===== src/rtl/mem_handshake_unit_pkg.sv =====
// Shared definitions for the memory-access stage: FSM encodings, instruction
// field positions and a small address helper.
package mem_handshake_unit_pkg;

    typedef enum logic [1:0] {
        S_IDLE = 2'd0,
        S_WAIT = 2'd1,
        S_DONE = 2'd2
    } mh_state_e;

    // Instruction field slices, also used by the multi-cycle controller.
    localparam int OP_HI = 31;
    localparam int OP_LO = 26;
    localparam int FN_HI = 5;
    localparam int FN_LO = 0;

    function automatic logic word_aligned(input logic [1:0] addr_lsb);
        return (addr_lsb == 2'b00);
    endfunction

endpackage


===== src/rtl/mem_handshake_unit_if.sv =====
// Request/acknowledge bus between the memory-access stage and the unified
// instruction/data memory.
interface mem_handshake_unit_if #(
    parameter int DATA_W = 32,
    parameter int ADDR_W = 32
);
    logic              m_req;
    logic              m_we;
    logic [ADDR_W-1:0] m_addr;
    logic [DATA_W-1:0] m_wdata;
    logic              m_ack;
    logic [DATA_W-1:0] m_rdata;

    modport master (
        output m_req, m_we, m_addr, m_wdata,
        input  m_ack, m_rdata
    );

    modport slave (
        input  m_req, m_we, m_addr, m_wdata,
        output m_ack, m_rdata
    );
endinterface


===== src/rtl/mem_handshake_unit_wait_timer.sv =====
// Cycle counter for the WAIT state; term flags the last permitted wait cycle
// (count TIMEOUT-1). TIMEOUT=0 never terminates.
module mem_handshake_unit_wait_timer #(
    parameter int TIMEOUT = 16
) (
    input  logic clk,
    input  logic rst,
    input  logic clr,
    input  logic en,
    output logic term
);
    localparam int CW = (TIMEOUT < 2) ? 1 : $clog2(TIMEOUT);

    logic [CW-1:0] cnt_q, cnt_d;

    always_comb begin
        cnt_d = cnt_q;
        if (clr) begin
            cnt_d = '0;
        end else if (en) begin
            cnt_d = cnt_q + CW'(1);
        end
    end

    always_ff @(posedge clk) begin
        if (rst) begin
            cnt_q <= '0;
        end else begin
            cnt_q <= cnt_d;
        end
    end

    generate
        if (TIMEOUT == 0) begin : g_no_timeout
            assign term = 1'b0;
        end else begin : g_timeout
            assign term = (cnt_q == CW'(TIMEOUT - 1));
        end
    endgenerate

endmodule


===== src/rtl/mem_handshake_unit.sv =====
// Memory-access stage: converts controller strobes into a req/ack memory
// transaction, stalls the controller meanwhile, and owns the IR and MDR.
module mem_handshake_unit
    import mem_handshake_unit_pkg::*;
#(
    parameter int DATA_W  = 32,
    parameter int ADDR_W  = 32,
    parameter int TIMEOUT = 16
) (
    input  logic              clk,
    input  logic              rst,
    input  logic              mem_read,
    input  logic              mem_write,
    input  logic              IorD,
    input  logic              ir_write,
    input  logic [ADDR_W-1:0] pc,
    input  logic [ADDR_W-1:0] alu_out,
    input  logic [DATA_W-1:0] wdata_in,
    output logic              stall,
    output logic [DATA_W-1:0] ir,
    output logic [DATA_W-1:0] mdr,
    output logic [5:0]        opcode,
    output logic [5:0]        func,
    output logic              err,
    mem_handshake_unit_if.master mbus
);
    mh_state_e         state_q, state_d;
    logic              m_req_q, m_req_d;
    logic              m_we_q, m_we_d;
    logic [ADDR_W-1:0] m_addr_q, m_addr_d;
    logic [DATA_W-1:0] m_wdata_q, m_wdata_d;
    logic [DATA_W-1:0] ir_q, ir_d;
    logic [DATA_W-1:0] mdr_q, mdr_d;
    logic              err_q, err_d;
    logic              dst_q, dst_d;

    logic              acc, illegal, valid;
    logic [ADDR_W-1:0] sel;
    logic              tmr_clr, tmr_en, tmr_term;

    assign acc     = mem_read | mem_write;
    assign sel     = IorD ? alu_out : pc;
    assign illegal = acc & ((mem_read & mem_write) | ~word_aligned(sel[1:0]));
    assign valid   = acc & ~illegal;

    mem_handshake_unit_wait_timer #(
        .TIMEOUT(TIMEOUT)
    ) u_wait_timer (
        .clk (clk),
        .rst (rst),
        .clr (tmr_clr),
        .en  (tmr_en),
        .term(tmr_term)
    );

    always_comb begin
        state_d   = state_q;
        m_req_d   = m_req_q;
        m_we_d    = m_we_q;
        m_addr_d  = m_addr_q;
        m_wdata_d = m_wdata_q;
        ir_d      = ir_q;
        mdr_d     = mdr_q;
        err_d     = err_q;
        dst_d     = dst_q;
        tmr_clr   = 1'b0;
        tmr_en    = 1'b0;
        case (state_q)
            S_IDLE: begin
                if (illegal) begin
                    err_d = 1'b1;
                end else if (valid) begin
                    m_req_d   = 1'b1;
                    m_we_d    = mem_write;
                    m_addr_d  = sel;
                    m_wdata_d = wdata_in;
                    dst_d     = ir_write;
                    tmr_clr   = 1'b1;
                    state_d   = S_WAIT;
                end
            end
            S_WAIT: begin
                tmr_en = 1'b1;
                // An ack on the terminal cycle still completes the access.
                if (mbus.m_ack) begin
                    m_req_d = 1'b0;
                    m_we_d  = 1'b0;
                    if (!m_we_q) begin
                        if (dst_q) ir_d  = mbus.m_rdata;
                        else       mdr_d = mbus.m_rdata;
                    end
                    state_d = S_DONE;
                end else if (tmr_term) begin
                    err_d   = 1'b1;
                    m_req_d = 1'b0;
                    m_we_d  = 1'b0;
                    state_d = S_DONE;
                end
            end
            S_DONE: begin
                state_d = S_IDLE;
            end
            default: begin
                state_d = S_IDLE;
            end
        endcase
    end

    always_ff @(posedge clk) begin
        if (rst) begin
            state_q   <= S_IDLE;
            m_req_q   <= 1'b0;
            m_we_q    <= 1'b0;
            m_addr_q  <= '0;
            m_wdata_q <= '0;
            ir_q      <= '0;
            mdr_q     <= '0;
            err_q     <= 1'b0;
            dst_q     <= 1'b0;
        end else begin
            state_q   <= state_d;
            m_req_q   <= m_req_d;
            m_we_q    <= m_we_d;
            m_addr_q  <= m_addr_d;
            m_wdata_q <= m_wdata_d;
            ir_q      <= ir_d;
            mdr_q     <= mdr_d;
            err_q     <= err_d;
            dst_q     <= dst_d;
        end
    end

    assign stall = ((state_q == S_IDLE) & valid) | (state_q == S_WAIT);

    assign ir     = ir_q;
    assign mdr    = mdr_q;
    assign err    = err_q;
    assign opcode = ir_q[OP_HI:OP_LO];
    assign func   = ir_q[FN_HI:FN_LO];

    assign mbus.m_req   = m_req_q;
    assign mbus.m_we    = m_we_q;
    assign mbus.m_addr  = m_addr_q;
    assign mbus.m_wdata = m_wdata_q;

endmodule


===== src/flat_wrapper.sv =====
// flat-port wrapper written by rule: the top's interface ports become plain ports
module mem_handshake_unit_flat import mem_handshake_unit_pkg::*;
#(
    parameter int DATA_W  = 32,
    parameter int ADDR_W  = 32,
    parameter int TIMEOUT = 16
)
  (clk, rst, mem_read, mem_write, IorD, ir_write, pc, alu_out, wdata_in, stall, ir, mdr, opcode, func, err, mbus_m_req, mbus_m_we, mbus_m_addr, mbus_m_wdata, mbus_m_ack, mbus_m_rdata);
  mem_handshake_unit_if #(.DATA_W(DATA_W), .ADDR_W(ADDR_W)) mbus_i ();
  input  logic clk;
  input  logic rst;
  input  logic mem_read;
  input  logic mem_write;
  input  logic IorD;
  input  logic ir_write;
  input  logic [ADDR_W-1:0] pc;
  input  logic [ADDR_W-1:0] alu_out;
  input  logic [DATA_W-1:0] wdata_in;
  output logic stall;
  output logic [DATA_W-1:0] ir;
  output logic [DATA_W-1:0] mdr;
  output logic [5:0] opcode;
  output logic [5:0] func;
  output logic err;
  output wire logic [$bits(mbus_i.m_req)-1:0] mbus_m_req;
  output wire logic [$bits(mbus_i.m_we)-1:0] mbus_m_we;
  output wire logic [$bits(mbus_i.m_addr)-1:0] mbus_m_addr;
  output wire logic [$bits(mbus_i.m_wdata)-1:0] mbus_m_wdata;
  input wire logic [$bits(mbus_i.m_ack)-1:0] mbus_m_ack;
  input wire logic [$bits(mbus_i.m_rdata)-1:0] mbus_m_rdata;
  assign mbus_m_req = mbus_i.m_req;
  assign mbus_m_we = mbus_i.m_we;
  assign mbus_m_addr = mbus_i.m_addr;
  assign mbus_m_wdata = mbus_i.m_wdata;
  assign mbus_i.m_ack = mbus_m_ack;
  assign mbus_i.m_rdata = mbus_m_rdata;
  mem_handshake_unit #(.DATA_W(DATA_W), .ADDR_W(ADDR_W), .TIMEOUT(TIMEOUT)) u_core (.clk(clk), .rst(rst), .mem_read(mem_read), .mem_write(mem_write), .IorD(IorD), .ir_write(ir_write), .pc(pc), .alu_out(alu_out), .wdata_in(wdata_in), .stall(stall), .ir(ir), .mdr(mdr), .opcode(opcode), .func(func), .err(err), .mbus(mbus_i));
endmodule

===== config.mk =====
export PLATFORM = sky130hd
export DESIGN_NAME = mem_handshake_unit_flat
export DESIGN_NICKNAME = d
export VERILOG_FILES = /design/src/rtl/mem_handshake_unit_pkg.sv /design/src/rtl/mem_handshake_unit_if.sv /design/src/rtl/mem_handshake_unit_wait_timer.sv /design/src/rtl/mem_handshake_unit.sv /design/src/flat_wrapper.sv
export SDC_FILE = /design/constraint.sdc
export NUM_CORES = 1
export LEC_CHECK = 0
export ABC_AREA = 1
export BUFFER_PORTS_ARGS = -buffer_cell sky130_fd_sc_hd__buf_2
export CAP_MARGIN = 30
export CELL_PAD_IN_SITES_DETAIL_PLACEMENT = 1
export CELL_PAD_IN_SITES_GLOBAL_PLACEMENT = 2
export CORE_ASPECT_RATIO = 1.4
export CORE_MARGIN = 2
export CORE_UTILIZATION = 21
export DETAILED_ROUTE_END_ITERATION = 10
export PLACE_DENSITY_LB_ADDON = 0.12
export SYNTH_ARGS = -nofsm -noshare
export SYNTH_HDL_FRONTEND = slang
export SYNTH_HIERARCHICAL = 1
export SYNTH_SLANG_ARGS = --single-unit
export TNS_END_PERCENT = 50

===== constraint.sdc =====
create_clock -name clk -period 1.25 [get_ports clk]
set_input_delay 0.0625 -clock clk [delete_from_list [all_inputs] [get_ports clk]]
set_output_delay 0.0625 -clock clk [all_outputs]
set_load 0.02 [all_outputs]

# Word level (Yosys, flattened, before mapping)
# Index checks and enable logic that the tools add are counted.
[word_totals]
register_bits = 138
latchBits = 0
ramBits = 0
romBits = 0
in_bits = 135
word_cells = 62
n_memories = 0
[op_classes]
addsub = 1
mul = 0
div = 0
magnitude_cmp = 0
n_eq_ne = 8
shifts = 0
n_mux = 22
n_bitwise = 11
n_reduce_logical = 10
[ops]
columns = ["cell", "n"]
rows = [
  ["32-bit two-way mux", 1],
  ["4-bit AND reduction", 4],
  ["1-bit two-way mux", 13],
  ["2-bit two-way mux", 4],
  ["2-bit by 1-bit inequality test with 1-bit output, second input constant", 3],
  ["1-bit one-hot mux with 2 select lines", 3],
  ["3-bit AND reduction", 2],
  ["4-bit by 1-bit adder with 4-bit output, second input constant", 1],
  ["1-bit AND", 4],
  ["4-bit equality test, second input constant", 1],
  ["2-bit zero test", 2],
  ["2-bit inequality test, second input constant", 2],
  ["1-bit inverter", 4],
  ["2-bit one-hot mux with 2 select lines", 1],
  ["3-bit by 2-bit inequality test with 1-bit output, second input constant", 1],
  ["1-bit bitwise OR", 3],
  ["2-bit by 1-bit equality test with 1-bit output, second input constant", 1],
  ["2-bit nonzero test", 1],
  ["2-bit OR reduction", 1],
]

# Depth between registers and ports, before layout
# Gate-level depths: netlist of the first run.
[depth]
ltp_word = 11
depth_mapped = 12
ltp_nobuf = 10

# Hierarchy
# Netlist of the first run, hierarchy kept.
[modules_own_cells]
columns = ["module", "instances", "cells_each", "area_each_um2", "seq_area_each_um2"]
rows = [
  ["mem_handshake_unit", 1, 726, 5227.5, 2682.6],
  ["mem_handshake_unit_wait_timer", 1, 23, 172.7, 80.1],
]

# Worst setup path after synthesis of the first run
# OpenSTA, ideal clock, no wires.
[synth_path]
path_type = "reg2reg"
startpoint = "register u_core.state_q[0]"
endpoint = "register u_core.ir_q[10], in the netlist u_core/ir[10]"
t_arrival_ns = 1.216
t_required_ns = 1.134
slack_ns = -0.082
stages_incl_launch_ff = 11
n_path_buf = 1
path_cell_list = "dfxtp_1 -> inv_1 -> nor2_4 -> nand2_1 -> inv_2 -> nand2_1 -> nor2_2 -> inv_2 -> buf_2 -> nor2_1 -> nor2_1"
[synth_via]
elab_chain_cells = 2
[synth_lines]
columns = ["element", "line_no", "rtl"]
rows = [
  ["start: declaration", "mem_handshake_unit.sv:27", "mh_state_e state_q, state_d;"],
  ["start signal: assignment", "mem_handshake_unit.sv:121", "state_q <= state_d;"],
  ["2-bit by 1-bit equality test with 1-bit output", "mem_handshake_unit.sv:68", "case (state_q)"],
  ["4-bit AND reduction (no source line)", "-", ""],
  ["end signal: assignment", "mem_handshake_unit.sv:126", "ir_q <= ir_d;"],
  ["end: declaration", "mem_handshake_unit.sv:32", "logic [DATA_W-1:0] ir_q, ir_d;"],
]
# Every way passes these cells.
# A chain may end at the register's enable or synchronous reset.

# Worst setup path after layout of the first run
[layout_path]
startpoint = "register u_core.state_q[0]"
endpoint = "register u_core.ir_q[31], in the netlist u_core/ir[31]"
# Same word-level chain as after synthesis.

==> metrics.txt, run 1 <==
Worst setup EP type=flop; vias in the first global route=6384; DRC Markers=0; min Tclk post-route=1.45 ns; first-pass GRT wire length=34600 um; initial core utilization=21.3%; clock sinks=138; placed cell area=7220 um2; worst hold stages=5; CTS Root Cell=clkbuf_16; number of synthesized register bits=138; top cells by count, synth=nor2_1 (270), dfxtp_1 (138), nand2_1 (115), o21ai_0 (65), o21ai_1 (64); Post-Synthesis Cells=749; CTS clk-pin slew, worst paths=0.06 ns; most frequent cell after synthesis=nor2_1; Final Cell Area=9820 um2; Slew headroom=70.2%; sequential area share after synthesis=51.2%; Worst EP arrival=1.81 ns; routed len/inst=15.4 um; FILL cells=3091; Post-synth EDFFs=0; CP Data Required Time=1.61 ns; RSZ-0062 raised after global routing=yes; clk_lat worst skew=0.42 ns; Port Buffer Count=278; Detailed Place HPWL=15400 um; Async SR Flop Fraction=0%; Least-Margin Pin Slew=0.447 ns; nets=1305; Synth area leaders=dfxtp_1 (51%), nor2_1 (19%), nand2_1 (8.0%), o21ai_0 (6.0%), o21ai_1 (5.9%); layout cells sized above 1=37.7%; Avg Vias per Cell=4.18; pin count of the biggest net entering global routing=69; Slew Limit Fails=0; maximum buffer depth of the clock tree=2; max-cap violation count=0; final count of negative-setup-slack endpoints=130; TritonCTS buffer count=17; num rows=69; status=complete, but fails checks; syn avg cell area=7.21 um2; reg-to-reg slack, setup=-0.20 ns; Placer Congestion=0.727; FF-to-FF End=u_core/ir[31]$_SDFFE_PP0P_; power density over the cells=1220 nW/um2; Post-Syn Nets=885; maximum vdd drop=0.819 mV; post-route antenna net violation count=0; Distinct cells, synth=21; worst flop-to-flop path startpoint=u_core/state_q[0]$_SDFFE_PP0P_; clock skew=0.00606 ns; Die Wd=140 um; post-synth top area cell=dfxtp_1; die area=27000 um2; Congestion Overflow GR=0; Post-synth top flop=dfxtp_1; PnR worst setup slack=-0.204 ns; die height=194 um; synth warn=6; Pleak=4.77 nW; GRT Total Usage=16.3%; Core Area=25300 um2; hold path start=pc[23]; Worst Setup Start Kind=flop; # IOs=279; fmax=688 MHz; Reg2Reg Depth=10; Worst Hold End=u_core/mbus.m_addr[23]$_SDFFE_PP0P_; initial antenna violation count=1; Hold WC Path Type=primary input to flop; final hold violations=0; DR iter-0 viols=182; maximum fanout along the worst path=8; H-tree depth=4; setup TNS=-12.27 ns; area of the mapped netlist=5400 um2; drt pass-1 iters=4; final WL=23100 um; WS Path Type=flop to flop; failing checks=negative setup slack; Vias=6280; top cell type's share of synthesized area=51.2%; period utilization=116%; CTS tree=yes; Area growth syn-to-layout=81.8%
[final cells by class]
type	instances	area [um2]	area share [%]
antenna	1	2.50	0.0255
timing repair inverter	1	16.3	0.166
clock inverter	8	93.8	0.956
timing repair buffer	459	3500	35.6
clock buffer	23	478	4.87
multi-input combinational	535	2480	25.2
inverter	17	87.6	0.892
tap	319	399	4.07
sequential	138	2770	28.2
[cell usage in the layout (no fill, tap or decap), types with 3 or more instances in the layout]
master         synthesis  final
a21oi_1                7      6
buf_12                 0     12
buf_16                 0      7
buf_2                 15    277
buf_4                 17     25
buf_6                  5      8
buf_8                  0      3
clkbuf_1              22      3
clkbuf_16              0     21
clkbuf_8               0      3
clkinv_2               0      6
dfxtp_1              138    134
dfxtp_2                0      4
dlygate4sd3_1          0    122
inv_1                 11      6
inv_2                  5      6
nand2_1              115    110
nand2_2                2      4
nand3_1                4      4
nor2_1               270    256
nor2_2                 2     13
nor2_4                 2      5
o21ai_0               65     38
o21ai_1               64     56
o21ai_2                0     34
[cell families (layout without fill, tap and decap cells)]
logic type	after synthesis	count (layout)	synth area share, %
and+or+nand+nor	397	397	28.3
adders and majority gates	1	1	0.232
other	0	1	0
DFF	138	138	51.2
AOI/OAI and AO/OA	137	137	12.7
buffers and inverters	76	508	7.55
[where the power goes]
part / switching, W / internal, W / leakage (nW)
Combinational: 0.00115 / 0.00107 / 3.36
Clock: 0.00194 / 0.00307 / 0.287
Sequential: 0.000110 / 0.00462 / 1.12
Total: 0.00319 / 0.00875 / 4.77
[registers in the layout, indices dropped and copies added, names as in the netlist]
name / flops
u_core/mbus.m_addr: 32
u_core/ir: 32
u_core/mbus.m_we: 1
u_core/dst_q: 1
u_core/mbus.m_req: 1
u_core/u_wait_timer/cnt_q: 4
u_core/state_q: 2
u_core/mdr: 32
u_core/err: 1
u_core/mbus.m_wdata: 32
[repair_timing]
action | CTS | global route
resized for setup | 50 | 87
endpoints found under the setup margin | 138 | 139
hold buffers | 122 | 0
hold endpoints to repair | 128 | 0
cloned | 6 | 8
setup buffers | 8 | 5
pin swaps | 11 | 22
[how the worst max path moves through the flow]
stage | startpoint | end | slack [ns] | depth (start not counted)
2_1_floorplan | u_core/state_q[0]$_SDFFE_PP0P_ | u_core/ir[10]$_SDFFE_PP0P_ | -0.05 | 10
3_5_place_dp | u_core/state_q[1]$_SDFFE_PP0P_ | u_core/u_wait_timer/cnt_q[1]$_SDFFE_PP0P_ | -0.18 | 8
4_1_cts | u_core/state_q[1]$_SDFFE_PP0P_ | stall | -0.22 | 7
6_report | u_core/state_q[0]$_SDFFE_PP0P_ | u_core/ir[31]$_SDFFE_PP0P_ | -0.20 | 10
5_1_grt | u_core/state_q[1]$_SDFFE_PP0P_ | stall | -0.30 | 7
3_3_place_gp | u_core/state_q[0]$_SDFFE_PP0P_ | u_core/mdr[20]$_SDFFE_PP0P_ | -0.14 | 8
[worst max-delay path, cell delays in order (launching register included)]
cell	delay (ns)
dfxtp_2	0.32
inv_2	0.05
nor2_4	0.12
nand2_2	0.08
inv_2	0.08
nand2_2	0.06
nor2_4	0.16
buf_8	0.18
clkbuf_16	0.17
o21ai_0	0.07
nor2_1	0.10
[per-layer routing]
metal | up-vias | share of wire (%) | global-route usage (%)
li1 | 3200 | - | -
met1 | 2892 | 39 | 18.2
met2 | 175 | 55 | 30.1
met3 | 13 | 5.2 | 4.49
met4 | 0 | 0.92 | 4.59
met5 | - | 0 | 0
[through the flow]
step / cells / hold WS [ns] / worst slack, ns / utilization, % / power (W)
after global routing: 1501 / 0.0582 / -0.298 / 38.8 / 0.0126
after floorplan: 749 / 0.132 / -0.0498 / - / 0.00571
after detailed placement: 1320 / 0.305 / -0.178 / 28.6 / 0.00642
after global placement: 1320 / 0.299 / -0.142 / 28.6 / 0.00641
after CTS: 1487 / 0.00455 / -0.221 / 37.1 / 0.0120
final: 1501 / 0.0299 / -0.204 / 38.8 / 0.0119
No activity file was read; power rests on OpenSTA's default activity.
==> inputs of run 2 (changes only) <==
==> constraint.sdc (replaced) <==
create_clock -name clk -period 1.25 [get_ports clk]
set_input_delay 0.25 -clock clk [delete_from_list [all_inputs] [get_ports clk]]
set_output_delay 0.25 -clock clk [all_outputs]
set_load 0.02 [all_outputs]
==> metrics.txt, run 2 (synthesis results as in run 1) <==
status=complete, but fails checks; failing checks=negative setup slack; clock skew=0.00881 ns; worst hold stages=3; nets=1203; pin count of the biggest net entering global routing=58; CTS clk-pin slew, worst paths=0.06 ns; final WL=23600 um; maximum buffer depth of the clock tree=2; clk_lat worst skew=0.43 ns; Vias=5970; WHS=0.0475 ns; Congestion Overflow GR=0; Reg2Reg Depth=11; initial core utilization=21.3%; Die Wd=140 um; Worst EP arrival=1.92 ns; final hold violations=0; Avg Vias per Cell=4.27; Slew headroom=75.0%; Core Area=25300 um2; Hold WC Path Type=primary input to flop; period utilization=125%; commonest non-fill, non-tap cells in the layout=buf_2 (232), nor2_1 (194), nand2_1 (109); TritonCTS buffer count=17; DR iter-0 viols=123; Detailed Place HPWL=14500 um; GRT Total Usage=16.2%; layout cells sized above 1=55.2%; Final Cell Area=9650 um2; routed len/inst=16.9 um; maximum vdd drop=0.949 mV; fmax=642 MHz; placed cell area=7260 um2; H-tree depth=4; Slew Limit Fails=0; drt pass-1 iters=4; die height=194 um; Worst setup EP type=flop; Worst Setup Start Kind=flop; Least-Margin Pin Slew=0.375 ns; Port Buffer Count=278; clock sinks=138; Pleak=4.62 nW; Area growth syn-to-layout=78.6%; maximum fanout along the worst path=8; RSZ-0062 raised after global routing=yes; die area=27000 um2; CTS tree=yes; # hold bufs at CTS=0; CP Data Required Time=1.61 ns; first-pass GRT wire length=33800 um; commonest non-fill, non-tap cell in the layout=buf_2; max-cap violation count=0; initial antenna violation count=1; power density over the cells=1300 nW/um2; Placer Congestion=0.706; DRC Markers=0; # IOs=279; CTS Root Cell=clkbuf_16; num rows=69; vias in the first global route=5960; post-route antenna net violation count=0; WS Path Type=flop to flop; PnR worst setup slack=-0.308 ns; final count of negative-setup-slack endpoints=140; FILL cells=3024; ANT cells=0; min Tclk post-route=1.56 ns
[run 2: changes by cell type in the layout (fill, tap and decap cells not counted), sizes merged]
cell | before | now
bufbuf | 1 | 0
inv | 16 | 14
clkinv | 8 | 7
clkbuf | 27 | 32
buf | 332 | 349
diode | 1 | 0
dlygate4sd3 | 122 | 0
bufinv | 2 | 4
[run 2: worst paths after layout]
path,to,slack [ns],startpoint
setup / recovery,u_core/ir[5]$_SDFFE_PP0P_,-0.31,u_core/state_q[1]$_SDFFE_PP0P_
hold / removal,u_core/mbus.m_wdata[25]$_SDFFE_PP0P_,0.05,wdata_in[25]
setup reg to reg,u_core/ir[5]$_SDFFE_PP0P_,-0.31,u_core/state_q[1]$_SDFFE_PP0P_
hold reg to reg,u_core/mbus.m_addr[0]$_SDFFE_PP0P_,0.46,u_core/mbus.m_addr[0]$_SDFFE_PP0P_
[run 2: stage by stage]
step | std cells | TNS [ns] | utilization [%] | power, W | worst slack (ns)
after detailed placement | 1322 | -25.48 | 28.7 | 0.00643 | -0.356
after floorplan | 749 | -2.69 | - | 0.00572 | -0.0498
final | 1398 | -29.81 | 38.1 | 0.0125 | -0.308
after global routing | 1398 | -40.31 | 38.1 | 0.0131 | -0.380
after global placement | 1322 | -19.78 | 28.7 | 0.00642 | -0.267
after CTS | 1386 | -32.87 | 34.7 | 0.0124 | -0.320
[run 2: final cells by class]
| class | count | area (um2) | area share (%) |
|---|---|---|---|
| Multi-Input combinational cell | 535 | 2970 | 30.7 |
| Clock buffer | 24 | 482 | 4.99 |
| Timing Repair inverter | 1 | 16.3 | 0.169 |
| Tap cell | 319 | 399 | 4.14 |
| Clock inverter | 7 | 139 | 1.44 |
| Timing Repair Buffer | 357 | 2730 | 28.3 |
| Inverter | 17 | 114 | 1.18 |
| Sequential cell | 138 | 2810 | 29.1 |
[run 2: power breakdown]
| part | internal [W] | switching, W | leakage (nW) | total (W) |
|---|---|---|---|---|
| registers | 0.00463 | 0.000155 | 1.14 | 0.00478 |
| logic | 0.00106 | 0.00124 | 3.18 | 0.00230 |
| clock network | 0.00349 | 0.00195 | 0.304 | 0.00543 |
| total | 0.00917 | 0.00334 | 4.62 | 0.0125 |
[run 2: layer usage]
layer | GRT usage, % | vias up | part of all wire [%]
met5 | 0 | - | 0.030
met4 | 4.81 | 2 | 1.2
met3 | 4.37 | 22 | 5.0
met2 | 30.1 | 161 | 54
met1 | 17.9 | 2791 | 40
li1 | - | 2994 | -
[run 2: worst max-delay path, stage by stage, from the launching register on]
cell and delay, ns:
dfxtp_2 0.33, buf_6 0.11, nor2_4 0.11, buf_6 0.12, nand2_4 0.05, inv_4 0.07, nand2_4 0.05, nor2_4 0.15
buf_6 0.14, clkbuf_16 0.16, o21ai_0 0.08, nor2_1 0.11
[run 2: what timing repair did]
| action | 4_1_cts | 5_1_grt |
|---|---|---|
| pin swaps | 12 | 49 |
| resized for setup | 119 | 292 |
| cloned | 13 | 9 |
| buffers inserted | 20 | 11 |
| setup endpoints to repair | 144 | 151 |
| hold endpoints to repair | 0 | 0 |
==> inputs of run 3 (changes only) <==
--- a/config.mk
+++ b/config.mk
@@ -14,6 +14,7 @@
 export CORE_MARGIN = 2
 export CORE_UTILIZATION = 21
 export DETAILED_ROUTE_END_ITERATION = 10
+export HOLD_SLACK_MARGIN = 0.05
 export PLACE_DENSITY_LB_ADDON = 0.12
 export SYNTH_ARGS = -nofsm -noshare
 export SYNTH_HDL_FRONTEND = slang
==> metrics.txt, run 3 (synthesis results as in run 1) <==
status=complete, but fails checks; failing checks=negative setup slack; Slew headroom=74.7%; Power Total=0.0124 W; Detailed Place HPWL=14500 um; CTS tree=yes; final count of negative-setup-slack endpoints=140; clock sinks=138; first-pass GRT wire length=34600 um; Congestion Overflow GR=0; Placer Congestion=0.706; PnR worst setup slack=-0.288 ns; initial core utilization=21.3%; CP Data Required Time=1.61 ns; num rows=69; fmax=650 MHz; maximum fanout along the worst path=8; pin count of the biggest net entering global routing=58; WS Path Type=flop to flop; H-tree depth=4; initial antenna violation count=1; FF-to-FF End=u_core/ir[5]$_SDFFE_PP0P_; post-route antenna net violation count=0; ANT cells=0; Vias=6042; Worst setup EP type=flop; final core occ=37.8%; Hold WC Path Type=primary input to flop; Setup crit end=u_core/ir[5]$_SDFFE_PP0P_; Die Wd=140 um; maximum buffer depth of the clock tree=2; maximum vdd drop=0.931 mV; DR iter-0 viols=120; Worst EP arrival=1.89 ns; Port Buffer Count=278; Area growth syn-to-layout=77.2%; Reg2Reg Depth=11; routed len/inst=16.4 um; WHS=0.0611 ns; TritonCTS buffer count=17; max-cap violation count=0; DRC Markers=0; min Tclk post-route=1.54 ns; reg-to-reg slack, setup=-0.29 ns; final hold violations=0; FILL cells=3077; power density over the cells=1290 nW/um2; die height=194 um; setup TNS=-26.73 ns; Slew Limit Fails=0; vias in the first global route=6171; # IOs=279; layout cells sized above 1=49.6%; Worst Setup Start Kind=flop; commonest non-fill, non-tap cells in the layout=buf_2 (244), nor2_1 (222), dfxtp_1 (122); Least-Margin Pin Slew=0.380 ns; CTS Root Cell=clkbuf_16; worst flop-to-flop path startpoint=u_core/state_q[1]$_SDFFE_PP0P_; drt pass-1 iters=4; clk_lat worst skew=0.42 ns; period utilization=123%; CTS clk-pin slew, worst paths=0.06 ns; Avg Vias per Cell=4.25; die area=27000 um2; final WL=23300 um; Core Area=25300 um2; clock skew=0.00999 ns; Pleak=4.62 nW; commonest non-fill, non-tap cell in the layout=buf_2; nets=1226; Critical Path Start=u_core/state_q[1]$_SDFFE_PP0P_; RSZ-0062 raised after global routing=yes; GRT Total Usage=16.5%
## run 3: cell types whose count changed in the layout (fill, tap and decap cells not counted), moves of 2 or more
| cell | before | now |
|---|---|---|
| dlygate4sd3_1 | 0 | 29 |
| nor2_1 | 194 | 222 |
| dfxtp_1 | 106 | 122 |
| dfxtp_2 | 31 | 15 |
| nor2_4 | 32 | 16 |
| buf_4 | 71 | 58 |
| buf_2 | 232 | 244 |
| nor2_2 | 48 | 36 |
| buf_6 | 12 | 16 |
| o21ai_2 | 74 | 78 |
| buf_12 | 23 | 20 |
| o21ai_4 | 4 | 1 |
| clkbuf_16 | 24 | 22 |
| o21ai_1 | 42 | 40 |
## run 3: worst min-delay path by stage
stage | cells past startpoint | endpoint | startpoint | slack (ns)
after floorplan | 1 | u_core/err$_SDFFE_PP0P_ | rst | 0.32
after global placement | 2 | u_core/mbus.m_addr[0]$_SDFFE_PP0P_ | u_core/mbus.m_addr[0]$_SDFFE_PP0P_ | 0.43
after detailed placement | 2 | u_core/mbus.m_addr[0]$_SDFFE_PP0P_ | u_core/mbus.m_addr[0]$_SDFFE_PP0P_ | 0.43
after CTS | 3 | u_core/mbus.m_wdata[10]$_SDFFE_PP0P_ | wdata_in[10] | 0.05
after global routing | 3 | u_core/ir[9]$_SDFFE_PP0P_ | mbus_m_rdata[9] | 0.07
final | 3 | u_core/ir[22]$_SDFFE_PP0P_ | mbus_m_rdata[22] | 0.06
## run 3: area by class of cell
type                    count  area (um2)  area share [%]
clock buffers              24         482            5.03
repair buffers            381        2860            29.9
multi-input cells         535        2800            29.2
well taps                 319         399            4.17
flip-flops and latches    138        2790            29.1
inverters                  17         104            1.09
clock inverters             7         139            1.45
## run 3: worst max-delay path, stage by stage (launching register included)
cell	delay, ns
dfxtp_2	0.33
buf_6	0.11
nor2_4	0.11
buf_6	0.12
nand2_4	0.05
inv_4	0.07
nand2_4	0.05
nor2_4	0.15
buf_6	0.14
clkbuf_16	0.16
o21ai_0	0.08
nor2_1	0.11
## run 3: routing by layer
| metal | track usage [%] | up-vias | part of all wire [%] |
|---|---|---|---|
| met3 | 4.35 | 20 | 5.0 |
| met1 | 18.2 | 2807 | 40 |
| met5 | 0 | - | 0.047 |
| li1 | - | 3048 | - |
| met2 | 30.5 | 165 | 54 |
| met4 | 5.22 | 2 | 1.3 |
## run 3: what timing repair did
item	4_1_cts	5_1_grt
endpoints found under the setup margin	144	151
gates resized for setup	119	206
hold buffers	29	0
cloned	13	5
pin swaps	12	65
setup buffers	20	10
hold endpoints to repair	29	0
## run 3: where the power goes
part	total, W	switching, W	internal, W
registers	0.00475	0.000130	0.00462
clock network	0.00543	0.00194	0.00349
logic	0.00220	0.00120	0.00100
total	0.0124	0.00327	0.00911
## run 3: stage by stage
step / cell area, um2 / instances / setup WS [ns]
2_1_floorplan: 5460 / 749 / -0.0498
5_1_grt: 9570 / 1421 / -0.377
3_3_place_gp: 7260 / 1322 / -0.267
6_report: 9570 / 1421 / -0.288
3_5_place_dp: 7260 / 1322 / -0.356
4_1_cts: 9060 / 1415 / -0.320
